`src/rtl/dhcp_vlg_client_ctrl_if.sv`:
```
// DHCP message bus between the client controller and the dhcp_vlg_rx/dhcp_vlg_tx datapath.
// master: outbound request fields plus val strobe; slave: parsed reply fields, sink answers with done.
interface dhcp_vlg_client_ctrl_if;
  logic        val;
  logic        done;
  logic [7:0]  op;
  logic [31:0] xid;
  logic [47:0] chaddr;
  logic [7:0]  msg_type;
  logic [31:0] src_ip;
  logic [31:0] dst_ip;
  logic [31:0] req_ip;
  logic        req_ip_pres;
  logic [31:0] server_id;
  logic        server_id_pres;
  logic [31:0] yiaddr;
  logic [31:0] lease;
  logic [31:0] t1;
  logic        t1_pres;
  logic [31:0] t2;
  logic        t2_pres;

  modport master (
    output val, op, xid, chaddr, msg_type, src_ip, dst_ip,
           req_ip, req_ip_pres, server_id, server_id_pres
  );

  modport slave (
    input  val, op, xid, chaddr, msg_type, yiaddr, server_id,
           lease, t1, t1_pres, t2, t2_pres,
    output done
  );
endinterface

```
`src/rtl/dhcp_vlg_client_ctrl.sv`:
```
// DHCP client sequencer: DISCOVER/OFFER/REQUEST/ACK with timeouts and retries, then lease hold.
// Lease timers (T1 renew, T2 rebind, expiry) are built only with DHCP_VLG_LEASE_RENEW_EN defined.
module dhcp_vlg_client_ctrl #(
  parameter logic [47:0] MAC_ADDR      = '0,
  parameter int unsigned TIMEOUT_TICKS = 1_250_000,
  parameter int unsigned RETRIES       = 3,
  parameter int unsigned TICK_DIV      = 125_000_000,
  parameter logic [31:0] XID_SEED      = 32'h4E59_0001
) (
  input  logic                          clk,
  input  logic                          rst,
  input  logic                          ipv4_req,
  input  logic [31:0]                   pref_ipv4,
  output logic [31:0]                   ipv4_addr,
  output logic                          ipv4_val,
  output logic                          ok,
  output logic                          timeout,
  dhcp_vlg_client_ctrl_if.slave         rx,
  dhcp_vlg_client_ctrl_if.master        tx
);

  localparam logic [31:0] TMO         = 32'(TIMEOUT_TICKS);
  localparam logic [31:0] RETRY_LIM   = 32'(RETRIES);
  localparam logic [7:0]  MT_DISCOVER = 8'd1;
  localparam logic [7:0]  MT_OFFER    = 8'd2;
  localparam logic [7:0]  MT_REQUEST  = 8'd3;
  localparam logic [7:0]  MT_ACK      = 8'd5;
  localparam logic [7:0]  MT_NAK      = 8'd6;

  typedef enum logic [3:0] {
    ST_IDLE, ST_DISCOVER, ST_WAIT_OFFER, ST_REQUEST, ST_WAIT_ACK,
    ST_BOUND, ST_RENEW, ST_WAIT_RENEW, ST_REBIND, ST_WAIT_REBIND
  } state_t;

  state_t      state;
  logic [31:0] xid, xid_nxt, retry_cnt, tmr, offer_ip, srv_id;
  logic        req_q;
  logic        rx_hit, rx_offer, rx_ack, rx_nak, in_wait, ack_wait, tmr_zero, can_retry;

`ifdef DHCP_VLG_LEASE_RENEW_EN
  localparam logic [31:0] DIV_LAST = 32'(TICK_DIV - 1);
  logic [31:0] lease_len, t1, t2, lease_sec, div_cnt;
  logic        lease_exp, t1_hit, t2_hit;

  // T1 at or beyond the lease collapses to immediate expiry out of BOUND.
  always_comb begin
    lease_exp = ipv4_val && ((lease_sec >= lease_len) || (state == ST_BOUND && t1 >= lease_len));
    t1_hit    = lease_sec >= t1;
    t2_hit    = lease_sec >= t2;
  end
`endif

  always_comb begin
    rx_hit    = rx.val && rx.op == 8'd2 && rx.xid == xid && rx.chaddr == MAC_ADDR;
    rx_offer  = rx_hit && rx.msg_type == MT_OFFER;
    rx_ack    = rx_hit && rx.msg_type == MT_ACK;
    rx_nak    = rx_hit && rx.msg_type == MT_NAK;
    in_wait   = state inside {ST_WAIT_OFFER, ST_WAIT_ACK, ST_WAIT_RENEW, ST_WAIT_REBIND};
    ack_wait  = in_wait && state != ST_WAIT_OFFER;
    tmr_zero  = tmr == '0;
    can_retry = retry_cnt < RETRY_LIM;
  end

  always_ff @(posedge clk) begin
    if (rst) begin
      state     <= ST_IDLE;
      xid       <= XID_SEED;
      xid_nxt   <= XID_SEED;
      retry_cnt <= '0;
      tmr       <= '0;
      req_q     <= 1'b0;
      offer_ip  <= '0;
      srv_id    <= '0;
      ipv4_addr <= '0;
      ipv4_val  <= 1'b0;
      ok        <= 1'b0;
      timeout   <= 1'b0;
      rx.done   <= 1'b0;
      tx.val    <= 1'b0;
      tx.op     <= '0;
      tx.xid    <= '0;
      tx.chaddr <= '0;
      tx.msg_type       <= '0;
      tx.src_ip         <= '0;
      tx.dst_ip         <= '0;
      tx.req_ip         <= '0;
      tx.req_ip_pres    <= 1'b0;
      tx.server_id      <= '0;
      tx.server_id_pres <= 1'b0;
`ifdef DHCP_VLG_LEASE_RENEW_EN
      lease_len <= '0;
      t1        <= '0;
      t2        <= '0;
      lease_sec <= '0;
      div_cnt   <= '0;
`endif
    end else begin
      tx.val    <= 1'b0;
      ok        <= 1'b0;
      timeout   <= 1'b0;
      rx.done   <= rx.val;
      req_q     <= ipv4_req;
      tx.op     <= 8'd1;
      tx.chaddr <= MAC_ADDR;
      if (!tmr_zero) tmr <= tmr - 32'd1;
`ifdef DHCP_VLG_LEASE_RENEW_EN
      if (ipv4_val) begin
        if (div_cnt == DIV_LAST) begin
          div_cnt   <= '0;
          lease_sec <= lease_sec + 32'd1;
        end else begin
          div_cnt <= div_cnt + 32'd1;
        end
      end
      // Expiry outranks every other transition, hence the else chained across the guard.
      if (lease_exp) begin
        ipv4_val  <= 1'b0;
        state     <= ST_DISCOVER;
        xid       <= xid_nxt;
        xid_nxt   <= xid_nxt + 32'd1;
        retry_cnt <= '0;
      end else
`endif
      if (rx_nak && in_wait) begin
        ipv4_val  <= 1'b0;
        ipv4_addr <= '0;
        state     <= ST_DISCOVER;
        xid       <= xid_nxt;
        xid_nxt   <= xid_nxt + 32'd1;
        retry_cnt <= '0;
      end else if (rx_ack && ack_wait) begin
        ipv4_addr <= rx.yiaddr;
        ipv4_val  <= 1'b1;
        ok        <= 1'b1;
        state     <= ST_BOUND;
`ifdef DHCP_VLG_LEASE_RENEW_EN
        lease_len <= rx.lease;
        t1        <= rx.t1_pres ? rx.t1 : rx.lease >> 1;
        t2        <= rx.t2_pres ? rx.t2 : rx.lease - (rx.lease >> 3);
        lease_sec <= '0;
        div_cnt   <= '0;
`endif
      end else begin
        case (state)
          ST_IDLE: if (ipv4_req && !req_q) begin
            state     <= ST_DISCOVER;
            xid       <= xid_nxt;
            xid_nxt   <= xid_nxt + 32'd1;
            retry_cnt <= '0;
          end
          ST_DISCOVER: begin
            tx.val            <= 1'b1;
            tx.xid            <= xid;
            tx.msg_type       <= MT_DISCOVER;
            tx.src_ip         <= '0;
            tx.dst_ip         <= '1;
            tx.req_ip         <= pref_ipv4;
            tx.req_ip_pres    <= |pref_ipv4;
            tx.server_id      <= '0;
            tx.server_id_pres <= 1'b0;
            tmr               <= TMO;
            retry_cnt         <= retry_cnt + 32'd1;
            state             <= ST_WAIT_OFFER;
          end
          ST_WAIT_OFFER: begin
            if (rx_offer) begin
              offer_ip  <= rx.yiaddr;
              srv_id    <= rx.server_id;
              retry_cnt <= '0;
              state     <= ST_REQUEST;
            end else if (tmr_zero) begin
              if (can_retry) state <= ST_DISCOVER;
              else begin
                timeout  <= 1'b1;
                ipv4_val <= 1'b0;
                state    <= ST_IDLE;
              end
            end
          end
          ST_REQUEST: begin
            tx.val            <= 1'b1;
            tx.xid            <= xid;
            tx.msg_type       <= MT_REQUEST;
            tx.src_ip         <= '0;
            tx.dst_ip         <= '1;
            tx.req_ip         <= offer_ip;
            tx.req_ip_pres    <= 1'b1;
            tx.server_id      <= srv_id;
            tx.server_id_pres <= 1'b1;
            tmr               <= TMO;
            retry_cnt         <= retry_cnt + 32'd1;
            state             <= ST_WAIT_ACK;
          end
          ST_WAIT_ACK: if (tmr_zero) begin
            if (can_retry) state <= ST_REQUEST;
            else begin
              timeout  <= 1'b1;
              ipv4_val <= 1'b0;
              state    <= ST_IDLE;
            end
          end
`ifdef DHCP_VLG_LEASE_RENEW_EN
          ST_BOUND: if (t1_hit) state <= ST_RENEW;
          ST_RENEW: begin
            if (t2_hit) state <= ST_REBIND;
            else begin
              tx.val            <= 1'b1;
              tx.xid            <= xid;
              tx.msg_type       <= MT_REQUEST;
              tx.src_ip         <= ipv4_addr;
              tx.dst_ip         <= srv_id;
              tx.req_ip_pres    <= 1'b0;
              tx.server_id_pres <= 1'b0;
              tmr               <= TMO;
              state             <= ST_WAIT_RENEW;
            end
          end
          ST_WAIT_RENEW: begin
            if (t2_hit) state <= ST_REBIND;
            else if (tmr_zero) state <= ST_RENEW;
          end
          ST_REBIND: begin
            tx.val            <= 1'b1;
            tx.xid            <= xid;
            tx.msg_type       <= MT_REQUEST;
            tx.src_ip         <= '0;
            tx.dst_ip         <= '1;
            tx.req_ip_pres    <= 1'b0;
            tx.server_id_pres <= 1'b0;
            tmr               <= TMO;
            state             <= ST_WAIT_REBIND;
          end
          ST_WAIT_REBIND: if (tmr_zero) state <= ST_REBIND;
`endif
          default: ;
        endcase
      end
    end
  end

endmodule
```
`src/flat_wrapper.sv`:
```
// flat-port wrapper written by rule: the top's interface ports become plain ports
module dhcp_vlg_client_ctrl_flat 
#(
  parameter logic [47:0] MAC_ADDR      = '0,
  parameter int unsigned TIMEOUT_TICKS = 1_250_000,
  parameter int unsigned RETRIES       = 3,
  parameter int unsigned TICK_DIV      = 125_000_000,
  parameter logic [31:0] XID_SEED      = 32'h4E59_0001
)
  (clk, rst, ipv4_req, pref_ipv4, ipv4_addr, ipv4_val, ok, timeout, rx_val, rx_op, rx_xid, rx_chaddr, rx_msg_type, rx_yiaddr, rx_server_id, rx_lease, rx_t1, rx_t1_pres, rx_t2, rx_t2_pres, rx_done, tx_val, tx_op, tx_xid, tx_chaddr, tx_msg_type, tx_src_ip, tx_dst_ip, tx_req_ip, tx_req_ip_pres, tx_server_id, tx_server_id_pres);
  dhcp_vlg_client_ctrl_if rx_i ();
  dhcp_vlg_client_ctrl_if tx_i ();
  input  logic clk;
  input  logic rst;
  input  logic ipv4_req;
  input  logic [31:0] pref_ipv4;
  output logic [31:0] ipv4_addr;
  output logic ipv4_val;
  output logic ok;
  output logic timeout;
  input wire logic [$bits(rx_i.val)-1:0] rx_val;
  input wire logic [$bits(rx_i.op)-1:0] rx_op;
  input wire logic [$bits(rx_i.xid)-1:0] rx_xid;
  input wire logic [$bits(rx_i.chaddr)-1:0] rx_chaddr;
  input wire logic [$bits(rx_i.msg_type)-1:0] rx_msg_type;
  input wire logic [$bits(rx_i.yiaddr)-1:0] rx_yiaddr;
  input wire logic [$bits(rx_i.server_id)-1:0] rx_server_id;
  input wire logic [$bits(rx_i.lease)-1:0] rx_lease;
  input wire logic [$bits(rx_i.t1)-1:0] rx_t1;
  input wire logic [$bits(rx_i.t1_pres)-1:0] rx_t1_pres;
  input wire logic [$bits(rx_i.t2)-1:0] rx_t2;
  input wire logic [$bits(rx_i.t2_pres)-1:0] rx_t2_pres;
  output wire logic [$bits(rx_i.done)-1:0] rx_done;
  output wire logic [$bits(tx_i.val)-1:0] tx_val;
  output wire logic [$bits(tx_i.op)-1:0] tx_op;
  output wire logic [$bits(tx_i.xid)-1:0] tx_xid;
  output wire logic [$bits(tx_i.chaddr)-1:0] tx_chaddr;
  output wire logic [$bits(tx_i.msg_type)-1:0] tx_msg_type;
  output wire logic [$bits(tx_i.src_ip)-1:0] tx_src_ip;
  output wire logic [$bits(tx_i.dst_ip)-1:0] tx_dst_ip;
  output wire logic [$bits(tx_i.req_ip)-1:0] tx_req_ip;
  output wire logic [$bits(tx_i.req_ip_pres)-1:0] tx_req_ip_pres;
  output wire logic [$bits(tx_i.server_id)-1:0] tx_server_id;
  output wire logic [$bits(tx_i.server_id_pres)-1:0] tx_server_id_pres;
  assign rx_i.val = rx_val;
  assign rx_i.op = rx_op;
  assign rx_i.xid = rx_xid;
  assign rx_i.chaddr = rx_chaddr;
  assign rx_i.msg_type = rx_msg_type;
  assign rx_i.yiaddr = rx_yiaddr;
  assign rx_i.server_id = rx_server_id;
  assign rx_i.lease = rx_lease;
  assign rx_i.t1 = rx_t1;
  assign rx_i.t1_pres = rx_t1_pres;
  assign rx_i.t2 = rx_t2;
  assign rx_i.t2_pres = rx_t2_pres;
  assign rx_done = rx_i.done;
  assign tx_val = tx_i.val;
  assign tx_op = tx_i.op;
  assign tx_xid = tx_i.xid;
  assign tx_chaddr = tx_i.chaddr;
  assign tx_msg_type = tx_i.msg_type;
  assign tx_src_ip = tx_i.src_ip;
  assign tx_dst_ip = tx_i.dst_ip;
  assign tx_req_ip = tx_i.req_ip;
  assign tx_req_ip_pres = tx_i.req_ip_pres;
  assign tx_server_id = tx_i.server_id;
  assign tx_server_id_pres = tx_i.server_id_pres;
  dhcp_vlg_client_ctrl #(.MAC_ADDR(MAC_ADDR), .TIMEOUT_TICKS(TIMEOUT_TICKS), .RETRIES(RETRIES), .TICK_DIV(TICK_DIV), .XID_SEED(XID_SEED)) u_core (.clk(clk), .rst(rst), .ipv4_req(ipv4_req), .pref_ipv4(pref_ipv4), .ipv4_addr(ipv4_addr), .ipv4_val(ipv4_val), .ok(ok), .timeout(timeout), .rx(rx_i), .tx(tx_i));
endmodule
```
`config.mk`:
```
export PLATFORM = sky130hd
export DESIGN_NAME = dhcp_vlg_client_ctrl_flat
export DESIGN_NICKNAME = d
export VERILOG_FILES = /design/src/rtl/dhcp_vlg_client_ctrl_if.sv /design/src/rtl/dhcp_vlg_client_ctrl.sv /design/src/flat_wrapper.sv
export SDC_FILE = /design/constraint.sdc
export NUM_CORES = 1
export LEC_CHECK = 0
export CORE_AREA = 2 2 214 216
export DETAILED_ROUTE_END_ITERATION = 10
export DIE_AREA = 0 0 216 218
export PLACE_DENSITY = 0.73
export SYNTH_ARGS = -nofsm -noshare
export SYNTH_HDL_FRONTEND = slang
export SYNTH_SLANG_ARGS = --single-unit
```
`constraint.sdc`:
```
create_clock -name clk -period 3.6 [get_ports clk]
set_input_delay 0.54 -clock clk [delete_from_list [all_inputs] [get_ports clk]]
set_output_delay 0.54 -clock clk [all_outputs]
set_load 0.01 [all_outputs]
```
**After elaboration in Yosys (flattened, before gate mapping)**

Cells that the tools add are included.

- $add $sub $neg: 3
- Order comparisons: 1
- Equal/unequal tests: 24
- Mux-type cells: 41
- Bitwise gates (word level): 2
- Reductions and logical operators: 36

Operators by type and width:

| operator | count |
|---|---|
| 2-to-1 mux 32 bit | 14 |
| case mux 32 bit (2 select lines) | 2 |
| case mux 32 bit (3 select lines) | 1 |
| adder 32 x 1 -> 32 bit (second input constant) | 2 |
| logical NOT 48 bit | 1 |
| == test 32 bit | 1 |
| logical NOT 32 bit | 1 |
| less-than comparator 32 x 2 -> 1 bit (second input constant) | 1 |
| OR reduction 32 bit | 1 |
| subtractor 32 x 1 -> 32 bit (second input constant) | 1 |
| case mux 4 bit (5 select lines) | 1 |
| AND reduction 4 bit | 5 |
| == test 8 x 2 -> 1 bit (second input constant) | 2 |
| == test 8 x 3 -> 1 bit (second input constant) | 2 |
| 2-to-1 mux 4 bit | 4 |
| case mux 8 bit (2 select lines) | 1 |
| 2-to-1 mux 1 bit | 12 |
| logical AND 1 bit | 10 |
| AND reduction 3 bit | 3 |
| == test 4 x 2 -> 1 bit (second input constant) | 2 |
| == test 4 x 3 -> 1 bit (second input constant) | 2 |
| != test 2 x 1 -> 1 bit (second input constant) | 4 |
| != test 4 x 2 -> 1 bit (second input constant) | 2 |
| case mux 1 bit (2 select lines) | 4 |
| other kinds (22) | 28 |

- Register bits after elaboration: 342
- Input bits: 294
- Output and inout port bits: 263
- Logic and storage cells: 131

**Logic depth before layout (Yosys ltp)**

Gate-level depths: netlist of run 1.

- Depth after elaboration: 9
- Depth in mapped cells: 11
- Gate-level depth less buffers: 10

**Least setup slack after synthesis of run 1**

No wires, ideal clock.

- Path kind: input-to-reg
- From: in rx_chaddr[4]
- To: reg u_core.xid_nxt[19]
- Library setup time: 136 ps
- Arrival time: 2,839 ps
- Data required time: 3,464 ps
- Path slack: 625 ps
- Cell stages on the path: 9
- Path buffers: 2
- Cells stage by stage: or4_4 -> a2111oi_4 -> nand4_4 -> nor4_4 -> o2111ai_1 -> clkbuf_1 -> clkbuf_1 -> o31ai_1 -> nand3_1

- Cells in the longest elaborated chain, start to end: 6
- Elaborated cells on any way between the ends: 11
- Classes of those cells: eq/ne: 1; mux: 1; reduce/logical: 9

RTL lines:

| element | line | source |
|---|---|---|
| start, declared | flat_wrapper.sv:24 | `input wire logic [$bits(rx_i.chaddr)-1:0] rx_chaddr;` |
| logical NOT 48 bit (*) | dhcp_vlg_client_ctrl.sv:54 | `rx_hit = rx.val && rx.op == 8'd2 && rx.xid == xid && rx.chaddr == MAC_ADDR;` |
| logical AND 1 bit (*) | dhcp_vlg_client_ctrl.sv:54 |  |
| logical AND 1 bit, on equally long branches | dhcp_vlg_client_ctrl.sv:56, dhcp_vlg_client_ctrl.sv:57 |  |
| logical AND 1 bit, on equally long branches | dhcp_vlg_client_ctrl.sv:131, dhcp_vlg_client_ctrl.sv:124 |  |
| != test 2 x 1 -> 1 bit (no source line) or nonzero test 2 bit (tied branches) | n/a |  |
| AND reduction 3 bit (no source line) | n/a |  |
| end signal, assigned | dhcp_vlg_client_ctrl.sv:129 | `xid_nxt <= xid_nxt + 32'd1;` |
| end signal, assigned | dhcp_vlg_client_ctrl.sv:148 | `xid_nxt <= xid_nxt + 32'd1;` |
| end, declared | dhcp_vlg_client_ctrl.sv:36 | `logic [31:0] xid, xid_nxt, retry_cnt, tmr, offer_ip, srv_id;` |

Every way passes the cells marked *; elsewhere a longest branch is shown, timed or not.
A chain may end at the register's enable or synchronous reset.

**Worst setup path in the final report of run 1**

- From: in rx_chaddr[10]
- To: reg u_core.offer_ip[4]

- Cells in the longest elaborated chain, start to end: 6
- Elaborated cells on any way between the ends: 10
- Classes of those cells: bitwise: 2; reduce/logical: 8

RTL lines:

| element | line | source |
|---|---|---|
| logical NOT 48 bit (*) | dhcp_vlg_client_ctrl.sv:54 |  |
| logical AND 1 bit (*) | dhcp_vlg_client_ctrl.sv:54 |  |
| logical AND 1 bit, on equally long branches | dhcp_vlg_client_ctrl.sv:57, dhcp_vlg_client_ctrl.sv:56 |  |
| logical AND 1 bit, on equally long branches | dhcp_vlg_client_ctrl.sv:124, dhcp_vlg_client_ctrl.sv:131 |  |
| NOT 1 bit (no source line) | n/a |  |
| AND reduction 4 bit (no source line) (*) | n/a |  |
| end signal, assigned | dhcp_vlg_client_ctrl.sv:167 | `offer_ip <= rx.yiaddr;` |
| end, declared | dhcp_vlg_client_ctrl.sv:36 |  |

Marked as above.

==> qor_table.md, run 1 <==
| Group | Item | Reported |
|:---|:---|:---|
| synth | Top area cells in the synthesized netlist | dfxtp_1 46%, mux2i_1 6.6%, buf_4 6.5% |
| synth | Async SR Flop Fraction | 0 |
| setup path | Max Fanout on Critical Path | 18 |
| placement | Number of buffer cells added on primary ports | 365 |
| clock network | CTS Hold Buffers Added | 0 |
| grt | Wire length of the first global-routing pass | 69900 um |
| routing | DR vias | 12900 |
| sta | Hold violation total from the final report | 0 |
| floorplanning | Die H | 218 um |
| synth | Simple-gate share of the synthesized area | 0.218 |
| routing | Total routed wirelength | 45700 um |
| setup path | Cell chain of the critical path | clkdlybuf4s50_1 > or4_1 > nor4_1 > nand3_1 > nor2_1 > nand3_1 > nor3_2 > buf_12 > buf_12 > mux2i_1 > nor2_1 |
| sta | Final period utilization | 0.882 |
| floorplanning | Count of standard-cell rows | 78 |
| floorplanning | Die boundary width | 216 um |
| job | Number of max-cap violations | 0 |
| power | Pwr/cell area | 544 nW/um^2 |
| floorplanning | Die area | 47100 um^2 |
| synth | Post-synthesis compound-gate area fraction | 0.108 |
| sta | Slew Limit Fails | 0 |
| sta | Timing-limited maximum frequency | 315 MHz |
| setup path | Endpoint required time on the critical path | 4010 ps |
| sta | Slew Limit Headroom | 0.376 |
| synth | Sequential area share after synthesis | 0.458 |
| grt | Overall routing resource usage | 0.185 |
| floorplanning | Core Box Area | 44900 um^2 |
| synth | Predominant post-synthesis flop cell | dfxtp_1 |
| clock network | Deepest level of the CTS H-tree | 2 |
| cells and area | Number of nets in the layout | 2306 |
| routing | Mean number of vias per cell | 4.90 |
| synth | FF+latch count, synth | 333 |
| power | Static power due to leakage | 0.00685 uW |
| outcome | Result of the run | complete, no violations |
| floorplanning | Starting Density | 0.324 |
| sta | Unrepaired setup endpoints after global routing | false |
| synth | Synthesized netlist cell count | 1684 |
| synth | Dominant combinational cell family by area after synthesis | simple AND/OR/NAND/NOR gates |
| cells and area | Leading cell type in the layout, fill and taps excluded | clkdlybuf4s50_1 |
| routing | First-pass DRT Iterations | 7 |
| routing | Post-route DRC violation count | 0 |
| placement | Dpl hpwl | 33000 um |
| synth | Share of the synthesized netlist area taken by xor and xnor gates | 0.0512 |
| sta | Shortest period the worst path allows | 3180 ps |
| synth | Adder and majority cell fraction of the synthesized area | 0.00258 |
| clock network | Clock Pin Slew Worst Setup and Hold Paths | 60 ps |
| setup path | Slowest stage delay, CP | 620 ps |
| synth | Post-synth cell types | 52 |
| synth | Mapped cell area | 14500 um^2 |
| setup path | Endpoint class of the critical path | register |
| cells and area | Post-synthesis to final-layout area growth | 36.6% |
| cells and area | Commonest non-fill, non-tap cells in the layout | 364 x clkdlybuf4s50_1, 332 x dfxtp_1, 236 x nand2_1 |
| clock network | CTS max path bufs | 3 |
| routing | Wirelength per Cell | 17.3 um |
| clock network | Clock tree root buffer cell | clkbuf_16 |
| placement | Placed Area | 18600 um^2 |
| synth | Warning count from the yosys run | 0 |
| cells and area | Post-route design area | 19900 um^2 |
| synth | Number of flops mapped to enable cells by yosys | 0 |
| setup path | Critical path buffers and inverters | 3 |
| synth | Avg Cell Area, Syn | 8.64 um^2 |
| clock network | CTS tree | done |
| clock network | Number of clock sinks seen by CTS | 333 |
| sta | Layout Skew | 22.8 ps |
| setup path | Startpoint type of the worst setup path | primary input |
| power | Worst VDD drop | 0.401 mV |
| setup path | Critical path class | primary input to register |
| cells and area | Layout fillers | 4329 |
| sta | Actual slew at the worst max-slew pin | 935 ps |
| grt | Vias in the first global route | 12600 |
| synth | Mux cell area share after synthesis | 0.0661 |
| clock network | Resized Gates After CTS | 0 |
| grt | Maximum number of pins on one net before global-route repair | 94 |
| cells and area | Share of post-route cells with drive strength above 1 | 0.0648 |
| setup path | WP data arrival | 3590 ps |
| synth | Fraction of synthesized cell area taken by the top area cell type | 0.458 |
| floorplanning | Number of top-level pins | 557 |
| cells and area | Layout Utilization | 0.443 |
| clock network | Insertion delay of the later-clocked pin in the worst-skew pair | 560 ps |
| worst hold path | Worst min-delay path class | primary input to register |
| routing | Remaining number of nets flagged by the antenna check after routing | 0 |
| placement | Placer's final routability congestion estimate | 0.866 |
| sta | Final setup violation count | 0 |
| grt | Remaining Overflow, GRT | 0 |
| synth | Cell type with the largest total area after synthesis | dfxtp_1 |
| setup path | Crit-path leading delay family | simple AND/OR/NAND/NOR gates |
| routing | Number of violations reported at the end of detailed-routing iteration 0 | 863 |
| clock network | Number of buffers inserted during clock tree synthesis | 38 |
| grt | Initial antenna violation count | 1 |
| setup path | Slowest stage cell on the critical path | or4_1 |
| clock network | Post-CTS Setup Inserts | 0 |
[power breakdown]
| part | internal [uW] | switching (uW) |
|---|---|---|
| Sequential | 3970 | 255 |
| Clock | 2310 | 1610 |
| Combinational | 1230 | 1430 |
[cells in the mapped netlist, types with 2 or more instances]
master,number
a211oi_1,33
a21o_1,2
a21oi_1,127
a22o_1,32
a31oi_1,3
and3_1,9
and4_1,5
buf_1,7
buf_2,12
buf_4,126
clkbuf_1,81
dfxtp_1,333
ha_1,3
inv_1,16
mux2i_1,96
nand2_1,236
nand2b_1,7
nand3_1,42
nand3b_1,3
nand4_1,26
nor2_1,179
nor2b_1,8
nor3_1,29
nor4_1,60
nor4b_1,4
o211ai_1,4
o21ai_0,36
o31a_1,3
o31ai_1,7
or2_2,3
or3_1,34
or4_1,15
xnor2_1,66
xor2_1,19
[cell type report]
cell class,instances,area [um^2],area share
Multi-Input combinational cell,1201,6860,0.345
Sequential cell,333,6670,0.336
Timing Repair Buffer,419,4260,0.214
Clock buffer,52,1060,0.0536
Tap cell,600,751,0.0378
Clock inverter,17,205,0.0103
Inverter,16,60.1,0.00302
Antenna cell,1,2.50,0.000126
[metal layers]
metal	global-route usage	wire length, um	up-vias
met5	0	0	-
met4	0.0744	1530	0
met3	0.0374	2720	86
met2	0.313	22200	383
met1	0.231	19300	6207
li1	-	-	6258
[per-stage QoR]
stage | setup TNS (ps) | hold slack, ps | instances | total power [uW] | setup slack [ps]
2_1_floorplan | 0 | 441 | 1776 | 5920 | 625
3_3_place_gp | -168 | 437 | 2569 | 6860 | -14.4
3_5_place_dp | -1300 | 442 | 2569 | 6950 | -66.7
4_1_cts | 0 | 352 | 2638 | 10900 | 514
5_1_grt | 0 | 379 | 2638 | 11300 | 337
6_report | 0 | 380 | 2639 | 10800 | 424
[path summary, 6_finish.rpt]
path | startpoint | end | slack (ps) | cells after the start
worst max register to register | u_core.xid[27] | u_core.retry_cnt[22] | 730 | 12
worst min-delay path | rst | u_core.offer_ip[7] | 380 | 2
worst max-delay path | rx_chaddr[10] | u_core.offer_ip[4] | 420 | 11
worst min register to register | u_core.ipv4_addr[1] | u_core.ipv4_addr[1] | 450 | 2
[sequential cells by signal (all words and copies together) (netlist names)]
signal,flops
u_core.ipv4_addr,32
u_core.ipv4_val,1
u_core.offer_ip,32
u_core.ok,1
u_core.req_q,1
u_core.retry_cnt,32
u_core.rx.done,1
u_core.srv_id,32
u_core.state,3
u_core.timeout,1
u_core.tmr,32
u_core.tx.msg_type,2
u_core.tx.op,1
u_core.tx.req_ip,32
u_core.tx.req_ip_pres,1
u_core.tx.server_id,32
u_core.tx.val,1
u_core.tx.xid,32
u_core.xid,32
u_core.xid_nxt,32
[cells by family after synthesis]
group,Yosys count
AND/OR/NAND/NOR,670
flip-flops,333
AO/OA/AOI/OAI,254
buffers and inverters,242
multiplexers,96
XOR/XNOR,85
adder cells (fa/ha/maj),3
other,1
No activity file was read; power rests on OpenSTA's default activity.
==> run 2, diff against run 1 <==
--- a/config.mk
+++ b/config.mk
@@ -9,6 +9,7 @@
 export DETAILED_ROUTE_END_ITERATION = 10
 export DIE_AREA = 0 0 216 218
 export PLACE_DENSITY = 0.73
+export SLEW_MARGIN = 20
 export SYNTH_ARGS = -nofsm -noshare
 export SYNTH_HDL_FRONTEND = slang
 export SYNTH_SLANG_ARGS = --single-unit
==> results of run 2 <==
Final layout, timing and power as in run 1 (identical DEF).
==> run 3, diff against run 2 <==
--- a/config.mk
+++ b/config.mk
@@ -9,6 +9,7 @@
 export DETAILED_ROUTE_END_ITERATION = 10
 export DIE_AREA = 0 0 216 218
 export PLACE_DENSITY = 0.73
+export SKIP_LAST_GASP = 1
 export SLEW_MARGIN = 20
 export SYNTH_ARGS = -nofsm -noshare
 export SYNTH_HDL_FRONTEND = slang
==> results of run 3 <==
Final layout, timing and power as in run 1 (identical DEF).
